--- config.mk ---
export PLATFORM = sky130hd
export DESIGN_NAME = ifetch_unit
export DESIGN_NICKNAME = d
export VERILOG_FILES = /design/src/rtl/ifetch_pkg.sv /design/src/rtl/ifetch_npc.sv /design/src/rtl/ifetch_unit.sv
export SDC_FILE = /design/constraint.sdc
export NUM_CORES = 1
export LEC_CHECK = 0
export CAP_MARGIN = 5
export CELL_PAD_IN_SITES_DETAIL_PLACEMENT = 1
export CELL_PAD_IN_SITES_GLOBAL_PLACEMENT = 1
export CORE_MARGIN = 5
export CORE_UTILIZATION = 30
export DETAILED_ROUTE_END_ITERATION = 8
export PLACE_DENSITY_LB_ADDON = 0.2
export SLEW_MARGIN = 15
export SYNTH_ARGS = -nofsm -noshare
export SYNTH_HDL_FRONTEND = slang
export SYNTH_HIERARCHICAL = 1
export SYNTH_SLANG_ARGS = --single-unit
--- constraint.sdc ---
create_clock -name clock -period 3.2 [get_ports clock]
set_input_delay 0.48 -clock clock [delete_from_list [all_inputs] [get_ports clock]]
set_output_delay 0.48 -clock clock [all_outputs]
set_load 0.005 [all_outputs]
--- src/rtl/ifetch_pkg.sv ---
// Shared types and constants for the instruction fetch unit.
// Optional feature macro: IFETCH_MISALIGN_TRAP_EN (misaligned next PC traps to S_ERR).
package ifetch_pkg;

    // Fetch FSM: request a word, hold it for the core, or park after a trap.
    typedef enum logic [1:0] {
        S_REQ  = 2'd0,
        S_HOLD = 2'd1,
        S_ERR  = 2'd2
    } ifetch_state_t;

    // Default PC loaded on reset.
    localparam logic [31:0] IFETCH_RESET_PC = 32'h0000_0000;

    // J-type target field location inside the instruction word.
    localparam int unsigned JTGT_LSB = 0;
    localparam int unsigned JTGT_MSB = 25;
    localparam int unsigned JTGT_W   = JTGT_MSB - JTGT_LSB + 1;

    // Upper PC bits that a J-type jump keeps from PC+4 (the 256 MB region).
    localparam int unsigned PC_REGION_W = 32 - JTGT_W - 2;

    // Build a J-type byte target: region bits of PC+4, word index, byte offset 0.
    function automatic logic [31:0] jtype_target(input logic [31:0] pc_plus4,
                                                 input logic [31:0] instr);
        return {pc_plus4[31 -: PC_REGION_W], instr[JTGT_MSB:JTGT_LSB], 2'b00};
    endfunction

endpackage

--- src/rtl/ifetch_npc.sv ---
// Combinational next-PC selection for the held instruction.
// Priority: jr, then jmp/jal, then taken conditional branch, else sequential.
module ifetch_npc
    import ifetch_pkg::*;
(
    input  logic [31:0] pc,
    input  logic [31:0] instruction,
    input  logic        branch,
    input  logic        nbranch,
    input  logic        jmp,
    input  logic        jal,
    input  logic        jr,
    input  logic        zero,
    input  logic [31:0] addr_result,
    input  logic [31:0] rs_data,
    output logic [31:0] pc_plus4,
    output logic [31:0] next_pc
);

    logic branch_taken;

    // Sequential address wraps naturally in 32 bits.
    assign pc_plus4     = pc + 32'd4;
    assign branch_taken = (branch & zero) | (nbranch & ~zero);

    // Select the raw next PC; alignment policy is applied by the caller.
    always_comb begin
        next_pc = pc_plus4;
        if (jr) begin
            next_pc = rs_data;
        end else if (jmp | jal) begin
            next_pc = jtype_target(pc_plus4, instruction);
        end else if (branch_taken) begin
            // Branch target arrives as a word address.
            next_pc = addr_result << 2;
        end
    end

endmodule

--- src/rtl/ifetch_unit.sv ---
// Instruction fetch unit: requests one word at PC, holds it until the core
// advances, then commits the next PC chosen by ifetch_npc.
// Optional feature macro: IFETCH_MISALIGN_TRAP_EN. When defined, a misaligned
// next PC is not loaded; fetch_err sets and the FSM parks in S_ERR until
// reset. When undefined, next PC bits [1:0] are forced to zero.
module ifetch_unit
    import ifetch_pkg::*;
#(
    parameter logic [31:0] RESET_PC = IFETCH_RESET_PC
) (
    input  logic        clock,
    input  logic        reset,
    input  logic        Branch,
    input  logic        nBranch,
    input  logic        Jmp,
    input  logic        Jal,
    input  logic        Jr,
    input  logic        Zero,
    input  logic [31:0] Addr_result,
    input  logic [31:0] Read_data_1,
    input  logic        advance,
    output logic        imem_req,
    output logic [31:0] imem_addr,
    input  logic [31:0] imem_rdata,
    input  logic        imem_ready,
    output logic [31:0] Instruction,
    output logic        inst_valid,
    output logic [31:0] PC,
    output logic [31:0] branch_base_addr,
    output logic [31:0] link_addr,
    output logic        fetch_err
);

    ifetch_state_t state;

    logic [31:0] pc_plus4;
    logic [31:0] npc_raw;
    logic [31:0] npc;
    logic        npc_misaligned;
    logic        commit;

    ifetch_npc u_npc (
        .pc          (PC),
        .instruction (Instruction),
        .branch      (Branch),
        .nbranch     (nBranch),
        .jmp         (Jmp),
        .jal         (Jal),
        .jr          (Jr),
        .zero        (Zero),
        .addr_result (Addr_result),
        .rs_data     (Read_data_1),
        .pc_plus4    (pc_plus4),
        .next_pc     (npc_raw)
    );

`ifdef IFETCH_MISALIGN_TRAP_EN
    assign npc            = npc_raw;
    assign npc_misaligned = |npc_raw[1:0];
`else
    assign npc            = npc_raw & ~32'h0000_0003;
    assign npc_misaligned = 1'b0;
`endif

    // Request is a decode of the state, gated so it drops the instant reset rises.
    assign imem_req         = (state == S_REQ) & ~reset;
    assign imem_addr        = PC;
    assign branch_base_addr = pc_plus4;

    // The held instruction retires only while it is actually held.
    assign commit = (state == S_HOLD) & advance;

    // Fetch FSM with registered PC, instruction, valid and link outputs.
    always_ff @(posedge clock or posedge reset) begin
        if (reset) begin
            state       <= S_REQ;
            PC          <= RESET_PC;
            Instruction <= '0;
            inst_valid  <= 1'b0;
            link_addr   <= '0;
        end else begin
            case (state)
                S_REQ: begin
                    if (imem_ready) begin
                        Instruction <= imem_rdata;
                        inst_valid  <= 1'b1;
                        state       <= S_HOLD;
                    end
                end
                S_HOLD: begin
                    if (commit) begin
                        inst_valid <= 1'b0;
                        if (Jal) begin
                            link_addr <= pc_plus4;
                        end
                        if (npc_misaligned) begin
                            // PC keeps the address of the trapping instruction.
                            state <= S_ERR;
                        end else begin
                            PC    <= npc;
                            state <= S_REQ;
                        end
                    end
                end
                S_ERR: begin
                    inst_valid <= 1'b0;
                end
                default: begin
                    state <= S_REQ;
                end
            endcase
        end
    end

`ifdef IFETCH_MISALIGN_TRAP_EN
    // Sticky trap flag, cleared only by reset.
    always_ff @(posedge clock or posedge reset) begin
        if (reset) begin
            fetch_err <= 1'b0;
        end else if (commit && npc_misaligned) begin
            fetch_err <= 1'b1;
        end
    end
`else
    assign fetch_err = 1'b0;
`endif

endmodule

# Yosys cells after proc, flatten, opt, wreduce, memory -nomap -nowiden
# Cells that the tools add are included.
# word_totals
regBits,97
latch_bits,0
ram_bits,0
romBits,0
inputBits,106
output_inout_bits,163
word_cells,35
memories,0
# classes
n_addsub,1
mul,0
div,0
n_lt_le_gt_ge,0
n_eq_ne,4
n_shift,0
mux,9
bitwise_logic,9
reduce_logical,7
# ops
op,count
$mux W32,3
$add A32 B3 Y32 const B,1
$reduce_and A3 Y1,3
$pmux W2 S3,1
$and A1 B1 Y1,4
$mux W2,2
$ne A2 B2 Y1 const B,2
$reduce_and A2 Y1,2
$not A1 Y1,3
$pmux W1 S3,1
$reduce_bool A3 Y1,1
$eq A2 B1 Y1 const B,1
$eq A2 B2 Y1 const B,1
$logic_not A2 Y1,1
$mux W1,2
$or A1 B1 Y1,2

# Longest topological paths before layout
# depth
depth_word,6
depth_mapped,7
mapped_depth_nobuf,7

# Cells and area by module
# Netlist, hierarchy kept.
# by_module_without_submodules
mod,n_inst,cells_per_inst,area_each_um2,seq_area_each_um2
ifetch_unit,1,241,3806.2,2377.3
ifetch_npc,1,246,1556.5,0.0

# Worst setup path after synthesis
# No wires, ideal clock.
# synth_path
path_type,register to output
startpoint,register PC[2]
endpoint,output port branch_base_addr[20]
arrival_time_ns,1.696
t_required_ns,2.720
slack_ns,1.024
stages_incl_launch_ff,6
path_buffers,0
cell_sequence,dfrtp_1 ha_1 nand3_1 nor3_1 a21boi_0 or2_2
# synth_between
elab_chain_len,1
# synth_lines
item,line,source
from (decl),ifetch_unit.sv:28,"output logic [31:0] PC,"
from (signal assigned),ifetch_unit.sv:100,PC <= npc;
$add A32 B3 Y32,ifetch_npc.sv:23,assign pc_plus4 = pc + 32'd4;
to (decl),ifetch_unit.sv:29,"output logic [31:0] branch_base_addr,"
# No other way between the ends.

# Worst setup path in the final report
# layout_path
startpoint,register PC[17]
endpoint,output port branch_base_addr[31]
# Same word-level chain as after synthesis.

==> results.md <==
* Startpoint type of the worst setup path: flop
* Non-filler instance count after layout at 947
* Average cell area after synthesis at 11.10 µm²
* HPWL after detailed placement at 15990 µm
* Avg WL per Cell at 22.18 µm
* Total number of H-tree levels at 3
* Antenna Violating Nets Remaining at 0
* Sum Neg Setup Slack at 0 ns
* Share of the clock period used by the worst path at 0.9853
* Worst Path Arrival at 2.67 ns
* Tot GR Track Use at 0.2010
* Layout cells sized above 1 at 0.2216
* Switching part of the total power at 0.3203
* Area of the core at 17360 µm²
* Number of setup violations in the final report at 0
* Count of mapped cells out of synthesis at 481
* Clock net sink count at 95
* Per-cell via count in the routed design at 5.040
* Critical path class: reg -> out
* Unrepaired setup endpoints after global routing: true
* Status: finished, final reports clean
* TritonCTS clock tree: built
* Clock latency reported for the late side of the worst-skew pair at 0.35 ns
* Synth Cell Area at 5338 µm²
* Iteration-0 DRC count of the detailed router at 191
* Switching power total at 1964 µW
* Critical path peak fanout at 8
* Antenna diode instance count at 0
* IO Count at 269
* Reported leakage power at 0.003359 µW
* Worst Path Required at 2.72 ns
* Area of the die at 20560 µm²
* Final setup skew at 0.01256 ns
* Clk network pwr share at 0.191
* Combinational power share at 0.470
* Wire length of the first global-routing pass at 31810 µm
* Synth warn at 6
* Total count of max-transition violations in the final report at 0
* Pre-CTS setup slack at 0.1779 ns
* Final WS setup at 0.04716 ns
* Count of buffers inserted at the top-level ports at 257
* Util after Layout at 0.4867
* Starting utilization of the core area at 0.3075
* Largest net degree at the start of global routing at 53
* Flop pwr share at 0.339
* Final layout net count at 824
* Tightest slew margin relative to the limit at 0.4106
* Area grow syn2layout at 58.27%
* Y dimension of the die at 143.4 µm
* Library cell used as clock root buffer: clkbuf_16
* Total number of vias at 4773
* Gpl congestion at 0.7900
* Clock transition at the register clock pins on the worst setup and hold paths after CTS at 0.07 ns
* Crit path time final at 3.153 ns
* Number of failing hold endpoints at the final stage at 0
* Critical path endpoint category: output pin
* Number of buffers on the longest clock path at 2
* Power Internal at 4168 µW
* Areal power density over the cells at 725.9 nW/µm²
* Placed instance count at 925
* Worst slew pin tran at 0.8810 ns
* Overflow after GRT at 0
* Number of global-route vias before repair at 5356
* Post-route DRC at 0
* Max rail drop VDD at 0.3663 mV
* Width of the chip at 143.4 µm
* Detailed-route wire length at 21000 µm
* Standard-cell row count at 48
* Max Fclk at 317.2 MHz
* Antenna violations before repair at 0
* Number of iterations in the first detailed-routing pass at 4
* Number of maximum-capacitance constraint violations at 0
* HP Class: reg -> reg
* Number of clock buffers inserted by TritonCTS at 9
## worst max-delay path, cell delays in order (launching register included)
cell and delay (ns):
dfrtp_1 0.48, nand3_1 0.28, nor4_4 0.32, buf_4 0.21, nand4_1 0.15, xnor2_1 0.31
clkdlybuf4s50_1 0.58
## path summary, 6_finish.rpt
path | from | endpoint | slack (ns) | depth (start not counted)
min | Instruction[31] | Instruction[31] | 0.50 | 1
max in group asynchronous | reset | PC[2] | 1.85 | 3
max | PC[17] | branch_base_addr[31] | 0.05 | 6
min in group asynchronous | reset | Instruction[29] | 0.61 | 2
min reg2reg | Instruction[31] | Instruction[31] | 0.50 | 1
max reg2reg | PC[17] | PC[31] | 0.93 | 7
## routing by layer
| layer | up-vias | part of all wire | track usage |
|---|---|---|---|
| li1 | 2179 | - | - |
| met4 | 0 | 0.018 | 0.05500 |
| met3 | 22 | 0.081 | 0.05391 |
| met5 | - | 0 | 0 |
| met2 | 182 | 0.51 | 0.3564 |
| met1 | 2390 | 0.39 | 0.2402 |
## registers in the layout, summed over array words and instances (netlist names)
name         count
Instruction     32
inst_valid       1
link_addr       32
PC              30
## final cells by class
| type | count | area [µm²] |
|---|---|---|
| Clock inverter | 5 | 63.81 |
| Tap cell | 225 | 281.5 |
| Clock buffer | 11 | 252.7 |
| Multi-Input combinational cell | 327 | 2634 |
| Inverter | 3 | 13.76 |
| Timing Repair Buffer | 281 | 2823 |
| Fill cell | 1867 | 8909 |
| Sequential cell | 95 | 2380 |
## per-stage QoR
stage | instance area, µm² | total power (µW) | hold WS [ns]
after detailed placement | 8015 | 4975 | 0.4879
after CTS | 8391 | 6194 | 0.5070
after global routing | 8448 | 6492 | 0.5135
after global placement | 8015 | 4884 | 0.4729
final | 8448 | 6132 | 0.4983
after floorplan | 5360 | 3137 | 0.4828
## power by group through the flow
| stage | registers (µW) | clock network [µW] | logic (µW) |
|---|---|---|---|
| after global routing | 2160 | 1250 | 3090 |
| after detailed placement | 2100 | 0 | 2870 |
| after floorplan | 2050 | 0 | 1080 |
| final | 2080 | 1170 | 2880 |
| after global placement | 2060 | 0 | 2820 |
| after CTS | 2090 | 1210 | 2900 |
## cell usage in the layout, fill, tap and decap left out, drive strengths merged, types with 2 or more instances in the layout
| cell | n |
|---|---|
| conb | 7 |
| nand2b | 2 |
| a221o | 6 |
| nor4 | 4 |
| o21a | 8 |
| o211ai | 4 |
| nor3 | 5 |
| o221a | 2 |
| o22ai | 6 |
| nand4 | 10 |
| nor2 | 16 |
| xor2 | 6 |
| mux2 | 95 |
| nand2 | 44 |
| o21ai | 17 |
| xnor2 | 20 |
| or2 | 3 |
| buf | 25 |
| inv | 5 |
| a21boi | 2 |
| clkbuf | 11 |
| dfrtp | 95 |
| a221oi | 11 |
| a21oi | 6 |
| and4 | 2 |
| clkdlybuf4s50 | 256 |
| nand3 | 21 |
| a2bb2oi | 9 |
| and3 | 6 |
| a31o | 4 |
## repair_timing
action	CTS	global route
hold endpoints to repair	0	0
endpoints found under the setup margin	13	10
resized for setup	6	4
cloned	0	0
setup buffers	2	4
hold buffers	0	0
pin swaps	2	1
(Power assumes the default switching activity.)
